File: src/rtl/bcd_mod_counter_pkg.sv
// Shared constants and parameter legality checks for the BCD modulus counter.
package bcd_mod_counter_pkg;

    localparam int unsigned BCD_MAX    = 9;
    localparam int unsigned NIBBLE_W   = 4;
    localparam int unsigned MAX_DIGITS = 4;

    function automatic int unsigned pow10(input int unsigned d);
        int unsigned p;
        p = 1;
        for (int unsigned i = 0; i < d; i++) begin
            p = p * 10;
        end
        return p;
    endfunction

    function automatic bit digits_legal(input int unsigned d);
        return (d >= 1) && (d <= MAX_DIGITS);
    endfunction

    function automatic bit modulus_legal(input int unsigned d, input int unsigned m);
        return (m >= 2) && (m <= pow10(d));
    endfunction

    // Binary to packed BCD, up to four digits.
    function automatic logic [15:0] to_bcd16(input int unsigned v);
        logic [15:0] r;
        int unsigned rem;
        r   = '0;
        rem = v;
        for (int unsigned i = 0; i < MAX_DIGITS; i++) begin
            r[i*NIBBLE_W +: NIBBLE_W] = 4'(rem % 10);
            rem = rem / 10;
        end
        return r;
    endfunction

endpackage

File: src/rtl/bcd_digit.sv
// One up/down BCD digit: steps when enabled and its carry-in is set, ripples carry/borrow out.
module bcd_digit
    import bcd_mod_counter_pkg::*;
(
    input  logic [NIBBLE_W-1:0] i_val,
    input  logic                i_step,
    input  logic                i_dir,
    input  logic                i_cin,
    output logic [NIBBLE_W-1:0] o_next_c,
    output logic                o_cout_c
);

    logic at_nine;
    logic at_zero;
    logic active;

    assign at_nine = (i_val == NIBBLE_W'(BCD_MAX));
    assign at_zero = (i_val == '0);
    assign active  = i_step & i_cin;

    always_comb begin
        o_next_c = i_val;
        o_cout_c = 1'b0;
        if (active) begin
            if (i_dir) begin
                o_next_c = at_nine ? '0 : i_val + NIBBLE_W'(1);
                o_cout_c = at_nine;
            end else begin
                o_next_c = at_zero ? NIBBLE_W'(BCD_MAX) : i_val - NIBBLE_W'(1);
                o_cout_c = at_zero;
            end
        end
    end

endmodule

File: src/rtl/bcd_mod_counter.sv
// Multi-digit BCD up/down counter with arbitrary modulus, load validation and cascade carry.
module bcd_mod_counter
    import bcd_mod_counter_pkg::*;
#(
    parameter int unsigned DIGITS  = 2,
    parameter int unsigned MODULUS = 60
) (
    input  logic                         i_clk,
    input  logic                         i_reset,
    input  logic                         i_en,
    input  logic                         i_up,
    input  logic                         i_clr,
    input  logic                         i_load,
    input  logic [NIBBLE_W*DIGITS-1:0]   i_load_val,
    output logic [NIBBLE_W*DIGITS-1:0]   o_q,
    output logic                         o_tc,
    output logic                         o_load_err
);

    localparam int unsigned W = NIBBLE_W * DIGITS;
    localparam logic [W-1:0] MAX_BCD = W'(to_bcd16(MODULUS - 1));

    if (!digits_legal(DIGITS)) begin : g_bad_digits
        $error("bcd_mod_counter: DIGITS out of range 1..4");
    end
    if (!modulus_legal(DIGITS, MODULUS)) begin : g_bad_modulus
        $error("bcd_mod_counter: MODULUS out of range 2..10^DIGITS");
    end

    logic [W-1:0]      q_q, q_d;
    logic              err_q, err_d;
    logic [W-1:0]      step_val;
    logic [DIGITS:0]   carry;
    logic [DIGITS-1:0] nib_ok;
    logic              unused_carry_msb;
    logic              at_max;
    logic              at_zero;
    logic              load_ok;

    assign carry[0]         = 1'b1;
    assign unused_carry_msb = carry[DIGITS];

    // Plain decimal step; modulus wrap is overridden below.
    for (genvar g = 0; g < DIGITS; g++) begin : g_digit
        bcd_digit u_digit (
            .i_val    (q_q[g*NIBBLE_W +: NIBBLE_W]),
            .i_step   (i_en),
            .i_dir    (i_up),
            .i_cin    (carry[g]),
            .o_next_c (step_val[g*NIBBLE_W +: NIBBLE_W]),
            .o_cout_c (carry[g+1])
        );
        assign nib_ok[g] = (i_load_val[g*NIBBLE_W +: NIBBLE_W] <= NIBBLE_W'(BCD_MAX));
    end

    // With every nibble in 0..9, packed BCD order matches decimal order.
    assign at_max  = (q_q == MAX_BCD);
    assign at_zero = (q_q == '0);
    assign load_ok = (&nib_ok) && (i_load_val <= MAX_BCD);

    always_comb begin
        q_d   = q_q;
        err_d = 1'b0;
        if (i_clr) begin
            q_d = '0;
        end else if (i_load) begin
            if (load_ok) begin
                q_d = i_load_val;
            end else begin
                err_d = 1'b1;
            end
        end else if (i_en) begin
            if (i_up && at_max) begin
                q_d = '0;
            end else if (!i_up && at_zero) begin
                q_d = MAX_BCD;
            end else begin
                q_d = step_val;
            end
        end
    end

    always_ff @(posedge i_clk or negedge i_reset) begin
        if (!i_reset) begin
            q_q   <= '0;
            err_q <= 1'b0;
        end else begin
            q_q   <= q_d;
            err_q <= err_d;
        end
    end

    // Combinational so a cascaded stage steps on the same edge this one wraps.
    assign o_tc       = i_en & ~i_clr & ~i_load & (i_up ? at_max : at_zero);
    assign o_q        = q_q;
    assign o_load_err = err_q;

endmodule

File: config.mk
export PLATFORM = sky130hd
export DESIGN_NAME = bcd_mod_counter
export DESIGN_NICKNAME = d
export VERILOG_FILES = /design/src/rtl/bcd_mod_counter_pkg.sv /design/src/rtl/bcd_digit.sv /design/src/rtl/bcd_mod_counter.sv
export SDC_FILE = /design/constraint.sdc
export NUM_CORES = 1
export LEC_CHECK = 0
export ABC_AREA = 1
export CORE_MARGIN = 2
export CORE_UTILIZATION = 49
export DETAILED_ROUTE_END_ITERATION = 7
export GPL_TIMING_DRIVEN = 0
export MAX_ROUTING_LAYER = met4
export PLACE_DENSITY = 0.88
export REMOVE_ABC_BUFFERS = 1
export SLEW_MARGIN = 25
export SYNTH_ARGS = -nofsm -noshare
export SYNTH_HDL_FRONTEND = slang
export SYNTH_SLANG_ARGS = --single-unit
File: constraint.sdc
create_clock -name i_clk -period 1.7 [get_ports i_clk]
set_input_delay 0.255 -clock i_clk [delete_from_list [all_inputs] [get_ports i_clk]]
set_output_delay 0.255 -clock i_clk [all_outputs]
set_load 0.03 [all_outputs]
Yosys cells after proc, flatten, opt, wreduce, memory -nomap -nowiden

Index checks and enable logic that the tools add are counted.

Bits in registers: 9
Input bits: 14
Output and inout port bits: 10
Word-level logic and storage cells: 51

Add/sub/neg operators: 4
Magnitude comparators: 3
Equal/unequal tests: 4
Mux-type cells: 19
Bitwise operators: 6
Reduce and logical (&&, ||, !) cells: 12

Operator list:

| cell                                                            | number |
|---|---|
| 2-to-1 mux 8 bit                                                | 6 |
| 2-to-1 mux 4 bit                                                | 7 |
| adder 4 x 1 -> 4 bit (second input constant)                    | 2 |
| equality test 4 bit (second input constant)                     | 2 |
| equality test 8 x 7 -> 1 bit (second input constant)            | 1 |
| less-or-equal comparator 4 bit (second input constant)          | 2 |
| less-or-equal comparator 8 x 7 -> 1 bit (second input constant) | 1 |
| zero test 4 bit                                                 | 2 |
| zero test 8 bit                                                 | 1 |
| subtractor 4 x 1 -> 4 bit (second input constant)               | 2 |
| 2-to-1 mux 1 bit                                                | 6 |
| nonzero test 5 bit                                              | 1 |
| AND 1 bit                                                       | 4 |
| AND reduction 2 bit                                             | 2 |
| logical AND 1 bit                                               | 3 |
| != test 3 x 2 -> 1 bit (second input constant)                  | 1 |
| AND reduction 3 bit                                             | 1 |
| nonzero test 3 bit                                              | 1 |
| inverter 1 bit                                                  | 2 |
| zero test 1 bit                                                 | 1 |

Logic depth before layout (Yosys ltp)

Gate-level depths: netlist of the first run.

Word-level depth: 10
Depth in mapped cells: 11
Gate-level depth less buffers: 11

Modules after synthesis

From an unflattened synthesis of the first run, not the netlist that was laid out.

Cells, all modules: 197
Area total of the unflattened synthesis: 1106.1 um2

Modules (own cells, without submodules):

| module          | instances | cells each | area each (um2) | seq. area each (um2) |
|---|---|---|---|---|
| bcd_mod_counter | 1         | 105        | 653.1           | 225.2 |
| bcd_digit       | 2         | 46         | 226.5           | 0.0 |

Worst setup path before layout of the first run

Ideal clock, no wire load.

Path kind: reg-to-output
Start: reg q_q[0], in the netlist o_q[0]
End: out o_tc
Arrival: 2.005 ns
Required time: 1.445 ns
Slack: -0.560 ns
Stages on the path, launching flop included: 7
Path buffers: 0
Cells stage by stage: dfrtp_1 > inv_1 > ha_1 > nand2_4 > nor2_4 > nand2_2 > a211oi_1

Cells in the longest elaborated chain, start to end: 3

RTL lines:

| what                                                            | line                                         | source |
|---|---|---|
| start: declaration                                              | bcd_mod_counter.sv:30                        | `logic [W-1:0] q_q, q_d;` |
| start signal: assignment                                        | bcd_mod_counter.sv:88                        | `q_q <= q_d;` |
| equality test 8 x 7 -> 1 bit or zero test 8 bit (tied branches) | bcd_mod_counter.sv:57, bcd_mod_counter.sv:58 |  |
| 2-to-1 mux 1 bit *                                              | bcd_mod_counter.sv:94                        | `assign o_tc = i_en & ~i_clr & ~i_load & (i_up ? at_max : at_zero);` |
| AND 1 bit *                                                     | bcd_mod_counter.sv:94                        |  |
| end: declaration                                                | bcd_mod_counter.sv:16                        | `output logic o_tc,` |

Every way passes the cells marked *; elsewhere a longest branch is shown, timed or not.

Final worst setup path of the first run

Start: reg q_q[1], in the netlist o_q[1]
End: out o_tc

Same word-level chain as after synthesis.

==> results_dict.tcl, run 1 <==
set metrics [dict create \
    grt_remaining_overflow 0 \
    cts-root-buf "clkbuf_4" \
    ys_seq_elements 9 \
    clock_latency_ns 0.26 \
    post_drt_via_cell_ratio 5.516 \
    ant_nets 0 \
    fin_cells 217 \
    area_growth_pct 42.49 \
    grt_pass1_vias 1081 \
    ir_drop_mv 0.5831 \
    drv_cap 0 \
    period_share_pct 112.0 \
    final_layout_size_suffix_gt1_share_pct 26.32 \
    tritoncts "done" \
    vias 1197 \
    port_buffers 23 \
    cpPeakStageDelay_ns 0.40 \
    fmax_ghz 0.5252 \
    hold_path.class "in2async" \
    syn_area_um2 974.7 \
    power_density_nw_per_um2 772.1 \
    netlist_instances 153 \
    wl_met1_mm 1.137 \
    cp_common_cell "nand2_4" \
    diodes 0 \
    status "finished, violations left" \
    chipHeight_um 48.60 \
    fill_cells 147 \
    h-tree-depth 1 \
    routed-wl-met3_um 168 \
    layout_setup_ws_ns -0.2039 \
    violations "negative setup slack" \
    drtIter0Drc 58 \
    fin_crit_ns 1.904 \
    mostFrequentLayoutCell "nand2_1" \
    die_x_um 48.60 \
    worstMarginPinSlew_ns 0.4391 \
    highest_layer "met4" \
    reg2reg_slack_ns -0.04 \
    cp.required_ns 1.44 \
    drc_errors 0 \
    startpoint_type "flop" \
    hold_buffers 0 \
    cp_max_fo 3 \
    crit_slowest_cell "dfrtp_1" \
    startpoint "o_q[1]" \
    wire_per_inst_um 13.32 \
    grt_max_degree 10 \
    arrival_ns 1.65 \
    drv_slew 0 \
    syn_area_per_cell_um2 6.370 \
    place_hpwl_mm 1.849 \
    gp_congestion 0.8590 \
    routed_wl_mm 2.890 \
    yosysWarnings 0 \
    die_area_um2 2362 \
    hold_viol_final 0 \
    rr_worst_depth 12 \
    crit_end "o_tc" \
    rows 16 \
    cts.sinks 9 \
    rsz0062_at_grt "yes" \
    p_leak_uw 0.0007469 \
    drt-pass1-iter-count 4 \
    antenna_found_initial 0 \
    grt_util_all_layers_pct 24.21 \
    setup-violations-final 5 \
    final_nets 209 \
    clock-skew-final_ns 0.002940 \
    dp.cells 201 \
    r2r_start "o_q[1]" \
    synthDistinctLibCells 29 \
    most-common-layout-cells "nand2_1 (54), nand3_1 (14), clkdlybuf4s50_1 (14)" \
    grt_pass1_wl_mm 4.485 \
    io_pins 24 \
    cts.reportedPaths.clkPinSlew_ns 0.06 \
    clock_path_buffers 2 \
    met2RoutedLength_mm 1.518 \
    criticalPathCategory "reg2out" \
    fin_util_pct 72.27 \
    core_um2 1922 \
    yosysSeqAreaShare_pct 23.11 \
    rr_endpoint "o_q[4]" \
    numCtsBuffers 3 \
    crit_path_end_kind "output pin" \
    initial_utilization_pct 50.72 \
    relSlewSlack_pct 70.64 \
    crit_chain "inv_2, ha_4, nand2_4, nor2_4, nand2_4, a211oi_2, buf_4" \
]
[stage by stage]
stage | area (um2) | hold slack (ns) | TNS [ns] | worst slack [ns] | power, uW
after global placement | 1220 | 0.5718 | -1.107 | -0.8334 | 790.7
final | 1389 | 0.3009 | -0.2938 | -0.2039 | 1072
after detailed placement | 1220 | 0.5824 | -1.255 | -0.8447 | 809.1
after global routing | 1389 | 0.3144 | -0.8113 | -0.2557 | 1141
after CTS | 1333 | 0.3065 | -0.1643 | -0.1643 | 1019
after floorplan | 955.9 | -0.04059 | -0.5596 | -0.5596 | 641.5
[Yosys cell counts]
cell	count	share of area (%)
xor2_1	1	0.90
buf_4	1	0.77
nand2_4	1	1.2
inv_2	7	2.7
nor2_1	13	5.0
o21bai_1	1	0.77
dfrtp_1	9	23
a21oi_4	1	1.7
xnor2_1	1	0.90
a211oi_1	1	0.77
nand2_2	5	3.2
nand3_4	1	1.8
nand2_1	54	21
nor2_4	2	2.3
o211ai_1	1	0.77
o21ai_1	1	0.51
a21oi_1	7	3.6
nor2_2	4	2.6
o21ai_2	1	0.90
buf_6	1	1.2
nand4_1	2	1.3
nand3_1	14	7.2
or2_2	1	0.64
o21ai_0	4	2.1
nand3_2	1	1.0
nand2_8	1	2.1
inv_1	12	4.6
ha_1	4	5.1
inv_4	1	0.64
[critical path: cells and delay by family, from the launching register on]
family	cells	cell delay (ns)
flip-flops	1	0.40
adder cells (fa/ha/maj)	1	0.16
AND/OR/NAND/NOR	3	0.28
AO/OA/AOI/OAI	1	0.23
buffers and inverters	2	0.31
[report_power, final]
part | internal, uW | switching (uW) | leakage (uW) | total [uW]
clock | 90.7 | 78.6 | 0.0000150 | 169
combinational | 247 | 354 | 0.000619 | 601
sequential | 246 | 56.5 | 0.000113 | 302
[repair_timing]
action                                  CTS  global route
gates resized for setup                  23             6
setup buffers                             7             5
pin swaps                                 4             8
endpoints found under the setup margin    4             6
[flip-flops by register name, indices dropped and copies added, names as in the netlist]
signal,count
o_q,8
o_load_err,1
[cell families (layout without fill, tap and decap cells)]
group                    after synthesis  in the layout  synth area share (%)
adder cells (fa/ha/maj)                4              4                 5.135
flip-flops                             9              9                 23.11
XOR/XNOR                               2              2                 1.798
buffers and inverters                 22             59                 9.885
AO/OA/AOI/OAI                         17             17                 11.04
AND/OR/NAND/NOR                       99             99                 49.04
[worst min path at each step]
stage / from / end / slack [ns] / depth (start not counted)
3_3_place_gp: i_reset / o_q[2] / 0.57 / 1
4_1_cts: i_reset / o_q[7] / 0.31 / 1
2_1_floorplan: i_reset / o_load_err / -0.04 / 0
6_report: i_reset / o_q[7] / 0.30 / 1
5_1_grt: i_reset / o_q[1] / 0.31 / 1
3_5_place_dp: i_reset / o_q[2] / 0.58 / 1
[cell type report]
cell class	count	area (um2)	area share (%)
Tap cell	27	33.78	2.432
Sequential cell	9	227.7	16.40
Multi-Input combinational cell	122	690.7	49.73
Timing Repair Buffer	35	330.3	23.78
Clock buffer	4	26.28	1.892
Inverter	20	80.08	5.766
[metal layers]
layer  GRT usage, %  up-vias
met5              -        -
met4          10.95        0
met3          2.778       12
met2          42.01       59
met1          27.96      562
li1               -      564
(Power assumes the default switching activity.)
==> run 2: changes to the inputs <==
ABC_AREA = unset   (was 1)
CORE_UTILIZATION = 47   (was 49)
==> run 2 against run 1 <==
  * The run still ends with negative setup slack left
  * Combinational power fell by 24%
  * Setup slack got worse by 0.58 ns
  * Clock power rose by 7%
  * Via count fell by 13%
  * First-iteration DRC count fell by 48%
  * Maximum frequency fell by 23%
  * Sequential cell count did not move
  * Register-to-register slack got worse by 0.62 ns
  * Global-route usage rose by 4.8 points
  * Hold slack got worse by 0.013 ns
  * Critical path type unchanged
  * Critical endpoint unchanged
  * Largest cell class unchanged
  * Largest power group unchanged
==> results_dict.tcl, run 2 <==
set metrics [dict create \
    synth-async-reset-ratio_pct 100.0 \
    fin_crit_ns 2.487 \
    most-common-layout-cells "clkdlybuf4s50_1 (13), nor2_1 (12), nand2_1 (11), a21oi_1 (11), buf_4 (10)" \
    clock-skew-final_ns 0.006043 \
    fin_cells 169 \
    clock_path_buffers 2 \
    design_area_um2 1290 \
    crit_slowest_cell "or4b_4" \
    synth_area_leader_cell "dfrtp_1" \
    vias 1038 \
    layout_setup_ws_ns -0.7873 \
    p_sw_uw 404.1 \
    seqPwrFrac_pct 32.5 \
    final_nets 163 \
    startpoint_type "flop" \
    rr_worst_depth 9 \
    grt_max_degree 17 \
    ys.flop_type "dfrtp_1" \
    cts.sinks 9 \
    worstMarginPinSlew_ns 0.5808 \
    violations "negative setup slack" \
    yosysWarnings 0 \
    crit_path_end_kind "output pin" \
    drtIter0Drc 30 \
    chipHeight_um 46.86 \
    clock_latency_ns 0.28 \
    final_layout_size_suffix_gt1_share_pct 25.00 \
    power_density_nw_per_um2 731.2 \
    core_um2 1727 \
    drv_cap 0 \
    crit_chain "inv_2, ha_4, or4b_4, or4_4, o41ai_2, and3_1, buf_6" \
    ir_drop_mv 0.4612 \
    mostFrequentLayoutCell "clkdlybuf4s50_1" \
    synthDistinctLibCells 41 \
    syn_area_per_cell_um2 7.848 \
    post-place-ws_ns -1.590 \
    status "finished, violations left" \
    power.internal_uw 539.1 \
    io_pins 24 \
    gp_congestion 0.8480 \
    die_area_um2 2196 \
    grt_pass1_vias 967 \
    largest_reg_flops 8 \
    ys_seq_elements 9 \
    p_leak_uw 0.0005359 \
    post_drt_via_cell_ratio 6.142 \
    combPwrFrac_pct 48.4 \
    synth_edf_count 0 \
    drt-pass1-iter-count 4 \
    netlist_instances 110 \
    rows 15 \
    die_x_um 46.86 \
    grt_remaining_overflow 0 \
    port_buffers 23 \
    relSlewSlack_pct 61.11 \
    numCtsBuffers 3 \
    cp.required_ns 1.44 \
    cts.reportedPaths.clkPinSlew_ns 0.07 \
    syn_area_um2 863.3 \
    diodes 0 \
    ant_nets 0 \
    antenna_found_initial 0 \
    dpl_cell_area_um2 1094 \
    grt_util_all_layers_pct 29.00 \
    ys_top_cells_by_area "dfrtp_1 (26%), a21oi_1 (6.4%), ha_1 (5.8%)" \
    dp.cells 152 \
    cts-root-buf "clkbuf_4" \
    fmax_ghz 0.4020 \
    crit_buf_inv 2 \
    area_growth_pct 49.42 \
    period_share_pct 146.3 \
    synth_top_cell_area_share_pct 26.09 \
    grt_pass1_wl_mm 4.319 \
    path_delay_family "simple AND/OR/NAND/NOR gates" \
    synth_most_common_cell "nor2_1" \
    setup-violations-final 9 \
    arrival_ns 2.23 \
    criticalPathCategory "reg2out" \
    h-tree-depth 1 \
    place_hpwl_mm 1.805 \
    clockPowerShare_pct 19.1 \
    swShare_pct 42.84 \
    routed_wl_mm 2.843 \
    rsz0062_at_grt "yes" \
    cpPeakStageDelay_ns 0.45 \
    holdWs_ns 0.2875 \
    drc_errors 0 \
    synth.cells.most_frequent "nor2_1 (12), a21oi_1 (11), nand2_1 (11)" \
    hold_path.class "in2async" \
    cp_max_fo 2 \
    yosysSeqAreaShare_pct 26.09 \
    hold_viol_final 0 \
    drv_slew 0 \
    tritoncts "done" \
    wire_per_inst_um 16.82 \
    cp.depth 7 \
    initial_utilization_pct 50.00 \
]
run 2: metal layers:
| layer | vias to the layer above | share of wire, % | wire (um) | track usage (%) |
|---|---|---|---|---|
| met4 | 0 | 1.7 | 48 | 8.333 |
| met1 | 497 | 38 | 1083 | 32.39 |
| li1 | 480 | - | - | - |
| met2 | 52 | 55 | 1560 | 51.78 |
| met5 | - | 0 | 0 | - |
| met3 | 9 | 5.3 | 151 | 5.769 |
run 2: cells by family (layout without fill, tap and decap cells):
group | Yosys count | in the layout | synth area share, %
AOI/OAI and AO/OA | 41 | 41 | 34.20
adders and majority gates | 4 | 4 | 5.797
buffers and inverters | 12 | 46 | 6.231
muxes | 2 | 2 | 2.319
and+or+nand+nor | 42 | 42 | 25.36
DFF | 9 | 9 | 26.09
run 2: path summary, 6_finish.rpt:
check                              start  endpoint  slack [ns]
max                               o_q[1]      o_tc       -0.79
min                              i_reset    o_q[7]        0.29
max reg2reg                       o_q[1]    o_q[6]       -0.66
min reg2reg                       o_q[3]    o_q[3]        0.72
max in group asynchronous        i_reset    o_q[0]        1.07
min in group i_clk         i_load_val[6]    o_q[6]        0.58
run 2: repair_timing:
item                       4_1_cts  5_1_grt
setup buffers                   10        3
hold buffers                     0        0
resized for setup               31        5
pin swaps                        7        1
setup endpoints to repair       17        9
run 2: power by group through the flow:
stage                     sequential [uW]  clock, uW  combinational [uW]
after floorplan                       352          0                 186
after global placement                312          0                 363
after detailed placement              316          0                 376
after CTS                             304        178                 429
after global routing                  314        191                 493
final                                 307        180                 456
run 2: worst reg2reg max path, delay by kind of cell (launching register included):
| kind | cells | cell delay (ns) |
|---|---|---|
| adder cells (fa/ha/maj) | 1 | 0.14 |
| AO/OA/AOI/OAI | 2 | 0.40 |
| AND/OR/NAND/NOR | 3 | 0.96 |
| flip-flops | 1 | 0.42 |
| buffers and inverters | 3 | 0.37 |
run 2: cell type report:
type	count	area (um2)
inverters	6	22.52
repair buffers	36	329.1
clock buffers	4	26.28
fillers	136	436.7
flip-flops and latches	9	227.7
multi-input cells	89	653.1
well taps	25	31.28
run 2: stage by stage:
step / utilization, % / setup TNS [ns] / total power [uW]
floorplan: - / -4.063 / 538.1
detailed placement: 63.33 / -7.081 / 692.3
global route: 74.71 / -5.214 / 997.8
global placement: 63.33 / -6.596 / 675.3
finish: 74.71 / -4.602 / 943.2
CTS: 72.32 / -3.428 / 910.2
==> run 3: changes to the inputs <==
ABC_CLOCK_PERIOD_IN_PS = 3000   (was unset)
CORE_UTILIZATION = 50   (was 47)
PLACE_DENSITY = 0.92   (was 0.88)
clock period = 3 ns   (was 1.7 ns; I/O delays follow)
==> run 3 against run 2 <==
  * Critical path depth is the same
  * Combinational power decreased by 50%
  * Non-clock buffer count down 11
  * Sequential share of layout area rose by 2.4 points
  * Clock skew up 0.0016 ns
  * Largest cell class unchanged
  * Global-route usage shrank 5.1 points
  * The run now ends clean
  * Sequential power fell by 43%
==> results_dict.tcl, run 3 (same netlist as run 2, synthesis figures left out) <==
set metrics [dict create \
    crit_path_end_kind "output pin" \
    relSlewSlack_pct 66.51 \
    fin_crit_ns 2.895 \
    arrival_ns 2.45 \
    layout_setup_ws_ns 0.1045 \
    clock_path_buffers 2 \
    die_x_um 45.56 \
    p_sw_uw 200.7 \
    cp.required_ns 2.55 \
    clock-skew-final_ns 0.007672 \
    hold_path.class "in2async" \
    grt_pass1_wl_mm 3.539 \
    cp_max_fo 5 \
    cts.reportedPaths.clkPinSlew_ns 0.06 \
    hold_viol_final 0 \
    diodes 0 \
    chipHeight_um 45.56 \
    core_um2 1670 \
    met2RoutedLength_mm 1.175 \
    area_growth_pct 31.59 \
    holdWs_ns 0.4746 \
    startpoint_type "flop" \
    period_share_pct 96.52 \
    highest_layer "met4" \
    power_density_nw_per_um2 437.4 \
    r2r_start "o_q[0]" \
    h-tree-depth 1 \
    wl_met1_um 960 \
    swShare_pct 40.38 \
    clock_latency_ns 0.26 \
    antenna_found_initial 0 \
    cts-root-buf "clkbuf_4" \
    combPwrFrac_pct 45.8 \
    hold_buffers 0 \
    criticalPathCategory "reg2out" \
    post-place-ws_ns -0.6558 \
    cts.sinks 9 \
    numCtsBuffers 3 \
    startpoint "o_q[0]" \
    grt_max_degree 17 \
    port_buffers 23 \
    routed-wl-met3_um 113 \
    ir_drop_mv 0.3401 \
    post_drt_via_cell_ratio 6.427 \
    most-common-layout-cells "clkdlybuf4s50_1 (21), nor2_1 (12), nand2_1 (11), a21oi_1 (11), o21ai_0 (8)" \
    die_area_um2 2075 \
    status "finished clean" \
    drt-pass1-iter-count 4 \
    drtIter0Drc 15 \
    setup-tns-final_ns 0 \
    p_leak_uw 0.0004508 \
    mostFrequentLayoutCell "clkdlybuf4s50_1" \
    power.internal_uw 296.2 \
    initial_utilization_pct 51.69 \
    rows 15 \
    wire_per_inst_um 15.35 \
    gp_congestion 0.8210 \
    place_hpwl_mm 1.683 \
    grt_remaining_overflow 0 \
    final_layout_size_suffix_gt1_share_pct 14.29 \
    clockPowerShare_pct 18.8 \
    io_pins 24 \
    final_nets 152 \
    drv_slew 0 \
    ant_nets 0 \
    vias 964 \
    seqPwrFrac_pct 35.4 \
    grt_util_all_layers_pct 23.89 \
    largest_reg_flops 8 \
    setup-violations-final 0 \
    drc_errors 0 \
    grt_pass1_vias 849 \
    finalPower_uw 496.9 \
    fmax_ghz 0.3454 \
    tritoncts "done" \
    routed_wl_mm 2.303 \
    worstMarginPinSlew_ns 0.5023 \
    drv_cap 0 \
]
[run 3: cell count changes in the layout (fill, tap and decap cells not counted), sizes merged]
cell / delta
dlygate4sd2: -8
buf: -11
clkdlybuf4s50: +8
[run 3: layer usage]
metal / track usage [%] / up-vias
li1: - / 461
met1: 27.40 / 463
met2: 39.44 / 34
met3: 7.540 / 6
met4: 7.059 / 0
met5: - / -
[run 3: cell type report]
type                    count  area (um2)
flip-flops and latches      9       227.7
repair buffers             25       241.5
well taps                  17       21.27
inverters                   6       22.52
clock buffers               4       26.28
fillers                   126       534.3
multi-input cells          89       596.8
[run 3: repair_timing]
item | CTS | global route
endpoints found under the setup margin | 1 | 1
pin swaps | 0 | 1
buffers inserted | 0 | 2
gates resized for setup | 10 | 2
[run 3: worst paths after layout]
kind                           to  slack, ns  cells after the start
hold reg to reg            o_q[1]       0.69                      2
max in group asynchronous  o_q[0]       2.21                      1
setup / recovery             o_tc       0.10                      7
hold / removal             o_q[5]       0.47                      1
min in group i_clk         o_q[1]       0.69                      2
setup reg to reg           o_q[6]       0.68                      7
[run 3: power by group through the flow]
| stage | Clock (uW) | Sequential, uW | Combinational [uW] |
|---|---|---|---|
| 2_1_floorplan | 0 | 200 | 105 |
| 3_3_place_gp | 0 | 176 | 205 |
| 3_5_place_dp | 0 | 178 | 213 |
| 4_1_cts | 95.2 | 177 | 215 |
| 5_1_grt | 105 | 179 | 249 |
| 6_report | 93.5 | 176 | 228 |
[run 3: worst max-delay path: stages (launching register included)]
cell and delay [ns]:
dfrtp_2 0.43, inv_1 0.13, ha_4 0.17, or4b_4 0.48, or4_4 0.54, o41ai_1 0.08, and3_1 0.21, buf_4 0.16
[run 3: stage by stage]
step | instance area, um2 | instances | utilization, %
after floorplan | 832.0 | 104 | -
after global placement | 1084 | 144 | 64.87
after detailed placement | 1084 | 144 | 64.87
after CTS | 1111 | 148 | 66.52
after global routing | 1136 | 150 | 68.02
final | 1136 | 150 | 68.02
